===== src/rtl/pd_tx_framer.sv =====
// USB-PD transmit framer: preamble, SOP ordered set, 4b5b payload, CRC32 and EOP,
// one bit per encoder bit_rdy pulse, plus encoder enable/flush sequencing.
module pd_tx_framer #(
  parameter int PREAMBLE_BITS = 64
) (
  input  logic       clock,
  input  logic       rst,
  input  logic       start,
  input  logic [1:0] sop_sel,
  input  logic [7:0] s_data,
  input  logic       s_valid,
  input  logic       s_last,
  output logic       s_ready,
  input  logic       bit_rdy,
  output logic       tx_en,
  output logic       tx_bit,
  output logic       tx_flush,
  output logic       busy,
  output logic       done,
  output logic       err
);

  localparam int          PW       = (PREAMBLE_BITS > 2) ? $clog2(PREAMBLE_BITS) : 1;
  localparam logic [PW-1:0] PRE_LAST = PW'(PREAMBLE_BITS - 1);

  localparam logic [4:0] K_SYNC1 = 5'b11000;
  localparam logic [4:0] K_SYNC2 = 5'b10001;
  localparam logic [4:0] K_SYNC3 = 5'b00110;
  localparam logic [4:0] K_EOP   = 5'b01101;

  typedef enum logic [2:0] {
    S_IDLE, S_PRE, S_SOP, S_DATA, S_CRC, S_EOP, S_FLUSH
  } state_t;

  function automatic logic [4:0] enc4b5b(input logic [3:0] n);
    case (n)
      4'h0: return 5'b11110;  4'h1: return 5'b01001;
      4'h2: return 5'b10100;  4'h3: return 5'b10101;
      4'h4: return 5'b01010;  4'h5: return 5'b01011;
      4'h6: return 5'b01110;  4'h7: return 5'b01111;
      4'h8: return 5'b10010;  4'h9: return 5'b10011;
      4'hA: return 5'b10110;  4'hB: return 5'b10111;
      4'hC: return 5'b11010;  4'hD: return 5'b11011;
      4'hE: return 5'b11100;  default: return 5'b11101;
    endcase
  endfunction

  // sel 3 has already been folded onto 0 when captured.
  function automatic logic [4:0] sop_sym(input logic [1:0] sel, input logic [1:0] idx);
    case (sel)
      2'd1:    return (idx < 2'd2) ? K_SYNC1 : K_SYNC3;
      2'd2:    return idx[0] ? K_SYNC3 : K_SYNC1;
      default: return (idx == 2'd3) ? K_SYNC2 : K_SYNC1;
    endcase
  endfunction

  function automatic logic [31:0] crc32_byte(input logic [31:0] c_in, input logic [7:0] d);
    logic [31:0] c;
    c = c_in;
    for (int i = 0; i < 8; i++)
      c = (c[0] ^ d[i]) ? ((c >> 1) ^ 32'hEDB88320) : (c >> 1);
    return c;
  endfunction

  state_t        state;
  logic [PW-1:0] pre_cnt;
  logic [2:0]    bidx;
  logic [2:0]    sidx;
  logic [4:0]    cur_sym;
  logic [1:0]    sop_reg;
  logic [7:0]    byte_reg;
  logic          last_reg;
  logic          hi_nib;
  logic [31:0]   crc;

  logic [31:0]   crc_tx;
  logic [2:0]    nib_idx;
  logic          fetch;
  logic [4:0]    new_sym;

  assign crc_tx  = ~crc;
  assign nib_idx = sidx + 3'd1;
  assign fetch   = bit_rdy && (bidx == 3'd4) &&
                   (((state == S_SOP) && (sidx == 3'd3)) ||
                    ((state == S_DATA) && hi_nib && !last_reg));
  // NOTE: s_ready is combinational so the byte is taken in the very bit_rdy cycle
  // that ends the preceding symbol; a registered ready would lag by one cycle.
  assign s_ready = s_valid & fetch;

  // Symbol to load at the next symbol boundary of the current state.
  always_comb begin
    // NOTE: default first so every path assigns new_sym and no latch is inferred.
    new_sym = K_EOP;
    case (state)
      S_PRE:  new_sym = sop_sym(sop_reg, 2'd0);
      S_SOP:
        if (sidx == 3'd3) new_sym = s_valid ? enc4b5b(s_data[3:0]) : K_EOP;
        else              new_sym = sop_sym(sop_reg, nib_idx[1:0]);
      S_DATA:
        if (!hi_nib)       new_sym = enc4b5b(byte_reg[7:4]);
        else if (last_reg) new_sym = enc4b5b(crc_tx[3:0]);
        else               new_sym = s_valid ? enc4b5b(s_data[3:0]) : K_EOP;
      S_CRC:
        if (sidx != 3'd7) new_sym = enc4b5b(crc_tx[{nib_idx, 2'b00} +: 4]);
      default: new_sym = K_EOP;
    endcase
  end

  // NOTE: all state is updated with non-blocking assignments so every branch sees
  // the pre-edge values regardless of statement order.
  always_ff @(posedge clock) begin
    if (rst) begin
      state    <= S_IDLE;
      pre_cnt  <= '0;
      bidx     <= '0;
      sidx     <= '0;
      cur_sym  <= '0;
      sop_reg  <= '0;
      byte_reg <= '0;
      last_reg <= 1'b0;
      hi_nib   <= 1'b0;
      crc      <= '1;
      tx_en    <= 1'b0;
      tx_bit   <= 1'b0;
      tx_flush <= 1'b0;
      busy     <= 1'b0;
      done     <= 1'b0;
      err      <= 1'b0;
    end else begin
      done <= 1'b0;
      err  <= 1'b0;
      unique case (state)
        S_IDLE:
          if (start) begin
            state    <= S_PRE;
            busy     <= 1'b1;
            tx_en    <= 1'b1;
            tx_bit   <= 1'b0;
            pre_cnt  <= '0;
            last_reg <= 1'b0;
            crc      <= '1;
            sop_reg  <= (sop_sel == 2'd3) ? 2'd0 : sop_sel;
          end
        S_PRE:
          if (bit_rdy) begin
            if (pre_cnt == PRE_LAST) begin
              state   <= S_SOP;
              sidx    <= '0;
              bidx    <= '0;
              cur_sym <= new_sym;
              tx_bit  <= new_sym[0];
            end else begin
              pre_cnt <= pre_cnt + PW'(1);
              tx_bit  <= ~tx_bit;
            end
          end
        S_SOP, S_DATA, S_CRC, S_EOP:
          if (bit_rdy) begin
            if (bidx != 3'd4) begin
              bidx   <= bidx + 3'd1;
              tx_bit <= cur_sym[bidx + 3'd1];
            end else begin
              bidx    <= '0;
              sidx    <= sidx + 3'd1;
              cur_sym <= new_sym;
              tx_bit  <= new_sym[0];
              if (fetch) begin
                if (s_valid) begin
                  byte_reg <= s_data;
                  last_reg <= s_last;
                  hi_nib   <= 1'b0;
                  crc      <= crc32_byte(crc, s_data);
                  state    <= S_DATA;
                end else begin
                  err   <= 1'b1;
                  state <= S_EOP;
                end
              end else begin
                case (state)
                  S_DATA:
                    if (!hi_nib) hi_nib <= 1'b1;
                    else begin
                      state <= S_CRC;
                      sidx  <= '0;
                    end
                  S_CRC: if (sidx == 3'd7) state <= S_EOP;
                  S_EOP: begin
                    state    <= S_FLUSH;
                    tx_flush <= 1'b1;
                    tx_bit   <= 1'b0;
                  end
                  default: ;
                endcase
              end
            end
          end
        S_FLUSH:
          if (bit_rdy) begin
            state    <= S_IDLE;
            tx_en    <= 1'b0;
            tx_flush <= 1'b0;
            tx_bit   <= 1'b0;
            busy     <= 1'b0;
            done     <= 1'b1;
          end
        default: state <= S_IDLE;
      endcase
    end
  end

endmodule


===== config.mk =====
export PLATFORM = sky130hd
export DESIGN_NAME = pd_tx_framer
export DESIGN_NICKNAME = d
export VERILOG_FILES = /design/src/rtl/pd_tx_framer.sv
export SDC_FILE = /design/constraint.sdc
export NUM_CORES = 1
export LEC_CHECK = 0
export CORE_UTILIZATION = 53
export CTS_CLUSTER_DIAMETER = 30
export DETAILED_ROUTE_END_ITERATION = 8
export PLACE_DENSITY = 0.75
export RECOVER_POWER = 100
export SETUP_SLACK_MARGIN = 0.15
export SYNTH_ARGS = -nofsm -noshare
export SYNTH_HDL_FRONTEND = slang
export SYNTH_SLANG_ARGS = --single-unit

===== constraint.sdc =====
create_clock -name clock -period 6.15 [get_ports clock]
set_input_delay 0.9225 -clock clock [delete_from_list [all_inputs] [get_ports clock]]
set_output_delay 0.9225 -clock clock [all_outputs]
set_load 0.01 [all_outputs]

### After elaboration in Yosys (flattened, before gate mapping)

Memories as Yosys holds them, arrays and structs flattened. A register that Yosys moved wholly into a read port is not among the register bits.
Index checks and enable logic that the tools add are counted.

| word-level totals | value |
|---|---|
| flip-flop bits (word level) | 69 |
| bits in latches | 0 |
| RAM bits | 0 |
| bits in read-only memories | 400 |
| output and inout bits | 7 |
| logic and storage cells | 198 |
| memories kept | 5 |

Memories:

| memory | words | width | rd ports | clocked after memory_dff | wr ports | RTL line | source |
|---|---|---|---|---|---|---|---|
| (name not given) | 16 | 5 | 1 | 0 | 0 | 36 | `case (n)` |
| (name not given) | 16 | 5 | 1 | 1 | 0 | 36 |  |
| (name not given) | 16 | 5 | 1 | 0 | 0 | 36 |  |
| (name not given) | 16 | 5 | 1 | 0 | 0 | 36 |  |
| (name not given) | 16 | 5 | 1 | 0 | 0 | 36 |  |

| cells by class | value |
|---|---|
| add/subtract/negate cells | 3 |
| multiply operators | 0 |
| div/mod/pow operators | 0 |
| order comparisons | 2 |
| equality and inequality tests | 31 |
| shifts and indexed selects | 1 |
| multiplexer cells | 88 |
| bitwise logic cells | 24 |
| reductions and logical operators | 29 |

Operators with widths:

| kind | count |
|---|---|
| 2-to-1 mux 32 bit | 13 |
| inverter 13 -> 14 bit | 8 |
| case mux 32 bit (2 select lines) | 1 |
| 2-to-1 mux 5 bit | 12 |
| 2-to-1 mux 3 bit | 19 |
| inverter 32 bit | 1 |
| variable part select 32 x 6 -> 4 bit | 1 |
| != test 2 bit, second input constant | 12 |
| 2-to-1 mux 1 bit | 23 |
| case mux 5 bit (2 select lines) | 2 |
| case mux 5 bit (4 select lines) | 1 |
| AND reduction 5 bit | 4 |
| 2-to-1 mux 6 bit | 3 |
| == test 3 bit, second input constant | 5 |
| 2-to-1 mux 4 bit | 3 |
| case mux 3 bit (2 select lines) | 2 |
| case mux 3 bit (4 select lines) | 1 |
| case mux 6 bit (2 select lines) | 1 |
| AND reduction 6 bit | 2 |
| nonzero test 2 bit | 6 |
| == test 3 x 2 -> 1 bit, second input constant | 3 |
| case mux 3 bit (3 select lines) | 1 |
| AND reduction 9 bit | 1 |
| != test 4 bit, second input constant | 2 |
| other kinds (28) | 51 |

### Longest topological paths before layout

Gate-level depths: netlist of the first run.

| depth | value |
|---|---|
| depth after elaboration | 21 |
| gate-level depth with buffers | 11 |
| mapped depth without buffers | 9 |

### Least setup slack after synthesis of the first run

No wires, ideal clock.

| path | value |
|---|---|
| path type | input to output |
| start point | input port bit_rdy |
| end point | output port s_ready |
| arrival | 1.729 ns |
| data required time | 5.227 ns |
| slack | 3.498 ns |
| stages on the path | 4 |
| path buffers | 1 |
| path through | buf_2 > nand3_1 > a2111o_1 > inv_1 |

| between the ends | value |
|---|---|
| cells in the longest elaborated chain, start to end | 3 |

RTL lines:

| item | RTL line | source |
|---|---|---|
| start, declared | 14 | `input logic bit_rdy,` |
| logical AND 1 bit (2 in series) | 83 | `assign fetch = bit_rdy && (bidx == 3'd4) &&` |
| bitwise AND 1 bit | 88 | `assign s_ready = s_valid & fetch;` |
| end, declared | 13 | `output logic s_ready,` |

Every way passes these cells.

### Worst setup path in the final report of the first run

| path | value |
|---|---|
| start point | register state[2] |
| end point | register cur_sym[1] |

| between the ends | value |
|---|---|
| cells in the longest elaborated chain, start to end | 5 |
| elaborated cells on any way between the ends | 18 |
| those cells by class | eq/ne (9); mux (6); reduce/logical (3) |

RTL lines:

| item | RTL line | source |
|---|---|---|
| start, declared | 65 | `state_t state;` |
| start signal, assigned | 113 | `state <= S_IDLE;` |
| start signal, assigned | 135 | `state <= S_PRE;` |
| start signal, assigned | 147 | `state <= S_SOP;` |
| == test 3 bit, or another cell as far along | 94, 132 |  |
| case mux 5 bit (4 select lines) | 94 | `case (state)` |
| 2-to-1 mux 5 bit (on tied branches) | 159, 146 |  |
| 2-to-1 mux 5 bit (on tied branches) | 158, 145 |  |
| case mux 5 bit (2 select lines) | 132 | `unique case (state)` |
| end signal, assigned | 150 | `cur_sym <= new_sym;` |
| end signal, assigned | 165 | `cur_sym <= new_sym;` |
| end, declared | 69 | `logic [4:0] cur_sym;` |

Parallel ways exist; a longest one is shown, timed or not. The select of a mux whose other input is x is not followed.
A chain may end at the register's enable or synchronous reset.

==> results.json, run 1 <==
{
  "first_global_vias": 3537,
  "min_period_ns": 4.53,
  "fp.coreArea_um2": 8380,
  "crit_arrival_ns": 4.76,
  "async_flop_share_pct": 0,
  "worstMarginPinSlew_ns": 1.90,
  "fmaxAchievable_mhz": 221,
  "endpoint_kind": "flip-flop",
  "postCtsHoldBufs": 0,
  "multi_input_area_um2": 3030,
  "grt_pass1_wl_um": 18500,
  "whs_ns": 0.458,
  "wirelength_um": 11300,
  "numCtsBuffers": 9,
  "vias_per_cell": 6.22,
  "worstPathRequired_ns": 6.38,
  "cp-start-kind": "flip-flop",
  "crit_fanout": 31,
  "synthTopCellsByArea": "dfxtp_1 (30%), xnor2_1 (6.6%), mux4_2 (4.3%)",
  "area_growth_pct": 7.67,
  "drtPass1Iterations": 5,
  "synthCells": 521,
  "routedWlPerCell_um": 17.9,
  "power_density_nw_per_um2": 411,
  "synth_area_per_cell_um2": 8.96,
  "die_y_um": 95.9,
  "htreeDepth": 3,
  "cts_tree": "yes",
  "drv_slew": 29,
  "io_pins": 23,
  "ff_latch_area_um2": 1400,
  "grtUsageTotal_pct": 26.5,
  "dpl_cell_area_um2": 4900,
  "io_buffers": 22,
  "finalSetupViolCount": 0,
  "drc": 0,
  "hold_class": "flip-flop to flip-flop",
  "clock-sinks": 70,
  "cts.path.max_buffers": 2,
  "ys_seq_area_share_pct": 30.0,
  "crit_path_top_delay_cell": "clkbuf_1",
  "finalHoldViolations": 0,
  "synth_commonest_cells": "dfxtp_1 (70), nor2_1 (43), xnor2_1 (35)",
  "ctsResizeCount": 0,
  "globalplace.congestion": 0.917,
  "vdd_drop_max_mv": 0.287,
  "num_rows": 33,
  "num_vias": 3931,
  "root_buffer": "clkbuf_8",
  "yosysTopAreaCell": "dfxtp_1",
  "status": "finished, violations left",
  "synth.cell_area_um2": 4670,
  "relSlewSlack_pct": -29.7,
  "clk_pin_slew_ns": 0.07,
  "insertion_delay_ns": 0.34,
  "synth_edf_count": 0,
  "dominantRegCellSynth": "dfxtp_1",
  "cts_setup_buffers": 0,
  "ys_warn_count": 0,
  "ys_seq_elements": 70,
  "rsz0062_at_grt": "no",
  "ys_types": 71,
  "die_w_um": 95.9,
  "finalSetupTns_ns": 0,
  "slowest_delay_ns": 1.10,
  "dieArea_um2": 9190,
  "power_mw": 2.07,
  "drive_gt1_share_pct": 8.54,
  "drv_cap": 1,
  "dp_hpwl_um": 8120,
  "fin_skew_ns": 0.00831,
  "largest_reg_flops": 32,
  "violations": "max-capacitance violations, max-slew violations",
  "final_nets": 551,
  "first_iter_violations": 342,
  "antenna_left": 0,
  "syn_nets": 549,
  "grt_max_degree": 74,
  "regMostFlops": "crc",
  "largest_registers": "crc x32, pre_cnt x6, cur_sym x5",
  "crit_type": "flip-flop to flip-flop",
  "yosysTopAreaCellShare_pct": 30.0,
  "period_share_pct": 73.7,
  "p_leak_nw": 1.80,
  "cp_cell_sequence": "inv_1 -> ha_1 -> clkbuf_1 -> inv_1 -> a21oi_1 -> o21ai_0 -> nor2_1 -> nor2_1 -> a32o_1",
  "overflow": 0,
  "start_util_pct": 55.7,
  "antenna_found_initial": 0,
  "antennaDiodeCount": 0,
  "synth.most_common_cell": "dfxtp_1",
  "final.fill_count": 743,
  "final_area_um2": 5030
}
[final timing paths]
kind | startpoint | slack, ns | end | cells after the start
worst min-delay path | cur_sym[0] | 0.46 | cur_sym[0] | 2
worst max register to register | state[2] | 1.62 | cur_sym[1] | 9
worst max-delay path | state[2] | 1.62 | cur_sym[1] | 9
worst min register to register | cur_sym[0] | 0.46 | cur_sym[0] | 2
[routing by layer]
metal,track usage (%),wire length (um),vias up
li1,-,-,1882
met1,39.8,5480,1906
met2,38.5,5060,131
met3,4.82,642,12
met4,7.09,104,0
met5,0,0,-
[power by group]
part	switching, mW	internal [mW]
registers	0.0959	0.511
logic	0.623	0.500
clock network	0.175	0.164
[cell families (layout without fill, tap and decap cells)]
kind of cell	count (synthesis)	in the layout	share of synthesized area (%)
AOI/OAI and AO/OA	133	133	20.0
and+or+nand+nor	158	158	17.2
xor gates and xnor gates	75	75	17.9
adders and majority gates	12	12	3.22
buffers and inverters	51	57	4.48
muxes	22	22	7.18
DFF	70	70	30.0
[final cells by class]
class / instances / area share [%]
clock inverters: 4 / 0.448
flip-flops and latches: 70 / 27.9
well taps: 105 / 2.61
multi-input cells: 400 / 60.2
inverters: 17 / 1.27
repair buffers: 25 / 4.58
clock buffers: 11 / 3.01
[worst max-delay path: cells and delay by family, from the launching register on]
kind            cells  cell delay (ns)
simple gates        2             0.63
fa+ha+maj           1             0.49
buf+inv             3             1.74
compound gates      3             0.79
flops               1             0.77
[placed cells by master (no fill, tap or decap), types with 5 or more instances in the layout]
| master | n |
|---|---|
| mux4_2 | 9 |
| clkdlybuf4s50_1 | 13 |
| xnor2_2 | 10 |
| xor2_1 | 23 |
| nor3_1 | 12 |
| a21oi_1 | 30 |
| nand2b_1 | 30 |
| dlygate4sd3_1 | 8 |
| mux2i_1 | 11 |
| nor2_1 | 44 |
| o22ai_1 | 13 |
| nand2_1 | 26 |
| nand3_1 | 16 |
| o211ai_1 | 7 |
| a211oi_1 | 5 |
| o21ai_0 | 21 |
| a211o_1 | 11 |
| a31oi_1 | 6 |
| ha_1 | 12 |
| dfxtp_1 | 70 |
| clkbuf_8 | 11 |
| nor2b_1 | 6 |
| inv_1 | 17 |
| xnor2_1 | 35 |
[metrics by stage]
step / worst slack [ns] / cells / utilization [%]
after floorplan: 3.50 / 521 / -
after global placement: 2.30 / 617 / 58.4
after detailed placement: 2.26 / 617 / 58.4
after CTS: 2.16 / 632 / 60.5
after global routing: 1.21 / 632 / 60.0
final: 1.62 / 632 / 60.0
No activity file was read; power rests on OpenSTA's default activity.
==> inputs of run 2 (changes only) <==
==> constraint.sdc (replaced) <==
create_clock -name clock -period 4.6 [get_ports clock]
set_input_delay 0.69 -clock clock [delete_from_list [all_inputs] [get_ports clock]]
set_output_delay 0.69 -clock clock [all_outputs]
set_load 0.01 [all_outputs]
==> run 2 against run 1 <==
  * The flow now finishes without violations
  * Register-to-register slack worse by 0.62 ns
  * Sequential share of layout area down 0.52 points
  * Combinational power up 37%
  * Via count down 1.6%
  * Final cell count up 0.32%
  * Critical path depth down 1
  * Non-clock buffer count up 2
  * Clock skew about the same
  * Design area up 1.9%
  * Clock power up 67%
  * Worst setup slack worse by 0.67 ns
==> results.json, run 2 (synthesized netlist as in run 1, its figures left out) <==
{
  "status": "finished, final reports clean",
  "clk_pin_slew_ns": 0.07,
  "wirelength_um": 11200,
  "hold_path_startpoint": "cur_sym[3]",
  "worstPathRequired_ns": 4.78,
  "period_share_pct": 79.3,
  "grt_pass1_wl_um": 18400,
  "drv_slew": 0,
  "io_pins": 23,
  "rsz0062_at_grt": "no",
  "grtUsageTotal_pct": 26.3,
  "cp-start-kind": "primary input",
  "min_period_ns": 3.65,
  "drc": 0,
  "routedWlPerCell_um": 17.7,
  "relSlewSlack_pct": 7.62,
  "critPathLaunch": "bit_rdy",
  "antenna_found_initial": 0,
  "p_leak_nw": 1.84,
  "cp_cell_sequence": "dlygate4sd3_1 -> nand3_1 -> a2111o_1 -> a22oi_2 -> clkbuf_1 -> nand4b_1 -> nor2_1 -> a311oi_1",
  "first_iter_violations": 448,
  "clock-sinks": 70,
  "num_vias": 3870,
  "slowest_delay_ns": 0.75,
  "hold_class": "flip-flop to flip-flop",
  "final_util_pct": 61.1,
  "postCtsHoldBufs": 0,
  "start_util_pct": 55.7,
  "num_rows": 33,
  "worstMarginPinSlew_ns": 1.35,
  "final_nets": 553,
  "final_cell_mix": "dfxtp_1 (70), nor2_1 (44), xnor2_1 (35), nand2b_1 (30), a21oi_1 (30)",
  "crit_fanout": 21,
  "drtPass1Iterations": 5,
  "die_y_um": 95.9,
  "vdd_drop_max_mv": 0.350,
  "htreeDepth": 3,
  "endpoint_kind": "flip-flop",
  "drv_cap": 0,
  "power_mw": 2.90,
  "globalplace.congestion": 0.890,
  "numCtsBuffers": 9,
  "power_density_nw_per_um2": 566,
  "finalHoldViolations": 0,
  "crit_type": "primary input to flip-flop",
  "cts_setup_buffers": 0,
  "grt_max_degree": 48,
  "crit_arrival_ns": 3.82,
  "dp_hpwl_um": 8190,
  "fin_skew_ns": 0.00816,
  "cts.path.max_buffers": 2,
  "insertion_delay_ns": 0.35,
  "fmaxAchievable_mhz": 274,
  "fp.coreArea_um2": 8380,
  "overflow": 0,
  "cts_tree": "yes",
  "vias_per_cell": 6.10,
  "area_growth_pct": 9.70,
  "r2r_start": "state[1]",
  "antennaDiodeCount": 0,
  "regMostFlops": "crc",
  "die_w_um": 95.9,
  "root_buffer": "clkbuf_8",
  "ctsResizeCount": 0,
  "finalSetupTns_ns": 0,
  "antenna_left": 0,
  "largest_registers": "crc x32, pre_cnt x6, cur_sym x5",
  "first_global_vias": 3505,
  "instances_no_fill": 634,
  "finalSetupViolCount": 0,
  "final_common_cell": "dfxtp_1",
  "dieArea_um2": 9190,
  "io_buffers": 22,
  "largest_reg_flops": 32,
  "dp_cells": 619,
  "crit_path_top_delay_cell": "dlygate4sd3_1",
  "drive_gt1_share_pct": 9.64
}
==> run 2: final cells by class <==
class	instances	area, um^2
clock inverter	4	70.1
clock buffer	11	151
fill	746	3260
timing repair buffer	27	249
multi-input combinational	400	3050
tap	105	131
sequential	70	1400
inverter	17	63.8
==> run 2: where the power goes <==
part	switching [mW]	internal, mW	total, mW
Combinational	0.859	0.672	1.53
Sequential	0.119	0.683	0.802
Clock	0.235	0.330	0.565
Total	1.21	1.68	2.90
==> run 2: path summary, 6_finish.rpt <==
kind | cells after the start | slack [ns] | endpoint
setup / recovery | 8 | 0.95 | crc[23]
hold / removal | 2 | 0.45 | cur_sym[3]
setup reg to reg | 8 | 1.00 | state[2]
hold reg to reg | 2 | 0.45 | cur_sym[3]
==> run 2: critical path: cells and delay by family <==
kind	cells	cell delay (ns)
buffers and inverters	2	1.41
AOI/OAI and AO/OA	3	1.24
and+or+nand+nor	3	0.47
==> run 2: stage by stage <==
step	setup WS [ns]	hold slack (ns)	cell area, um^2
CTS	1.24	0.457	5130
finish	0.954	0.455	5120
floorplan	1.98	0.429	4670
detailed placement	1.03	0.448	4910
global placement	1.18	0.439	4910
global route	0.711	0.480	5120
==> run 2: per-layer routing <==
metal | global-route usage (%) | routed length [um] | vias up | part of all wire, %
met5 | 0 | 0 | - | 0
met4 | 8.58 | 134 | 0 | 1.2
met3 | 4.11 | 653 | 12 | 5.8
met2 | 38.5 | 5000 | 123 | 45
met1 | 39.1 | 5450 | 1855 | 48
li1 | - | - | 1880 | -
==> RTL change (flow settings as in run 2) <==
Reset style: asynchronous (`rst`), changed in one clocked block.
--- a/src/rtl/pd_tx_framer.sv
+++ b/src/rtl/pd_tx_framer.sv
@@ -110,3 +110,3 @@
   // the pre-edge values regardless of statement order.
-  always_ff @(posedge clock) begin
+  always_ff @(posedge clock or posedge rst) begin
     if (rst) begin
Behaviour: differs if rst is asserted again (counterexample within 4 cycles, from zero or initial values and one cycle with rst high); with rst held inactive, the same outputs for 4 cycles.
==> RTL change against run 2 <==
- the flow now finishes with violations (max-capacitance violations, max-slew violations)
- die area decreased by 0.62%
- largest power group unchanged
- final area decreased by 1.9%
- total power increased by 27%
- setup slack got worse by 0.22 ns
- sequential cell count decreased by 5
- non-clock buffer count decreased by 1
- critical endpoint is now s_ready
- synthesized area decreased by 0.64%
- wire length decreased by 1.9%
==> RTL change: results (changes against run 2) <==
{
  "yosys": {
    "synth_seq_area_share": {"value": 0.359, "change": "was 0.300"},
    "muxShareOfSynthArea": {"value": 0.0653, "change": "was 0.0718"},
    "synth_compound_area_frac": {"value": 0.161, "change": "was 0.200"},
    "postSynthCellCount": {"value": 481, "change": "was 521"},
    "post_synth_num_cell_types": {"value": 64, "change": "was 71"}
  },
  "critical_path": {
    "timing.reg2reg.worst_path_depth": {"value": 9, "change": "was 8"},
    "cp_max_fo": {"value": 12, "change": "was 21"},
    "worst_setup_path_end": {"value": "s_ready", "change": "was crc[23]"},
    "rr_startpoint": {"value": "sidx[0]", "change": "was state[1]"},
    "crit-reg2reg-capture": {"value": "state[2]", "change": "unchanged"},
    "critical_path_arrival": {"value": 3.17, "unit": "ns", "change": "was 3.82 ns"}
  },
  "outcome": {
    "violations": "max-capacitance violations, max-slew violations",
    "result_of_the_run": {"value": "complete, but fails checks", "change": "was complete, no violations"}
  },
  "detailed_routing": {
    "dr_wl_met2": {"value": 5400, "unit": "um", "change": "was 5000 um"},
    "drt-initial-drc-count": {"value": 257, "change": "was 448"}
  },
  "timing": {
    "timing.clock.skew": {"value": 0.0112, "unit": "ns", "change": "was 0.00816 ns"},
    "finalMaxSlewViolations": {"value": 18, "change": "was 0"}
  },
  "cells_and_area": {
    "drive_above_1_share": {"value": 0.151, "change": "was 0.0964"},
    "final.fill_count": {"value": 723, "change": "was 746"},
    "finish.net_count": {"value": 517, "change": "was 553"},
    "layout.sequential_cells": {"value": 65, "change": "was 70"},
    "clockNetworkAreaShare": {"value": 0.0376, "change": "was 0.0432"}
  },
  "grt": {
    "met3_usage": {"value": 0.0534, "change": "was 0.0411"},
    "gr-usage-all-layers": {"value": 0.273, "change": "was 0.263"},
    "gr-usage-met2": {"value": 0.450, "change": "was 0.385"}
  },
  "min_path": {
    "hold_path_end": {"value": "cur_sym[4]", "change": "was cur_sym[3]"}
  },
  "run": {
    "cap_violations": {"value": 1, "change": "was 0"}
  },
  "power": {
    "vdd_ir_drop_max": {"value": 481, "unit": "uV", "change": "was 350 uV"}
  },
  "placement": {
    "final_wtd_congestion": {"value": 0.892, "change": "was 0.890"}
  }
}
-- RTL change: cell types whose count changed after synthesis, moves of 6 or more --
cell,change
sky130_fd_sc_hd__o22ai_1,-12
sky130_fd_sc_hd__a31oi_1,+16
sky130_fd_sc_hd__dfxtp_1,-70
sky130_fd_sc_hd__a21oi_1,-6
sky130_fd_sc_hd__xnor2_1,+6
sky130_fd_sc_hd__mux2i_1,-10
sky130_fd_sc_hd__nor2_1,+12
sky130_fd_sc_hd__dfstp_2,+32
sky130_fd_sc_hd__nand2_1,+13
sky130_fd_sc_hd__nand2b_1,-22
sky130_fd_sc_hd__clkbuf_1,-9
sky130_fd_sc_hd__dfrtp_1,+33
sky130_fd_sc_hd__a211o_1,-9
-- RTL change: power breakdown --
part / switching (mW) / leakage [nW] / internal (mW) / total [mW]
Combinational: 1.12 / 1.13 / 0.959 / 2.08
Sequential: 0.282 / 0.769 / 0.822 / 1.10
Clock: 0.229 / 0.0974 / 0.264 / 0.493
Total: 1.63 / 2.00 / 2.05 / 3.67
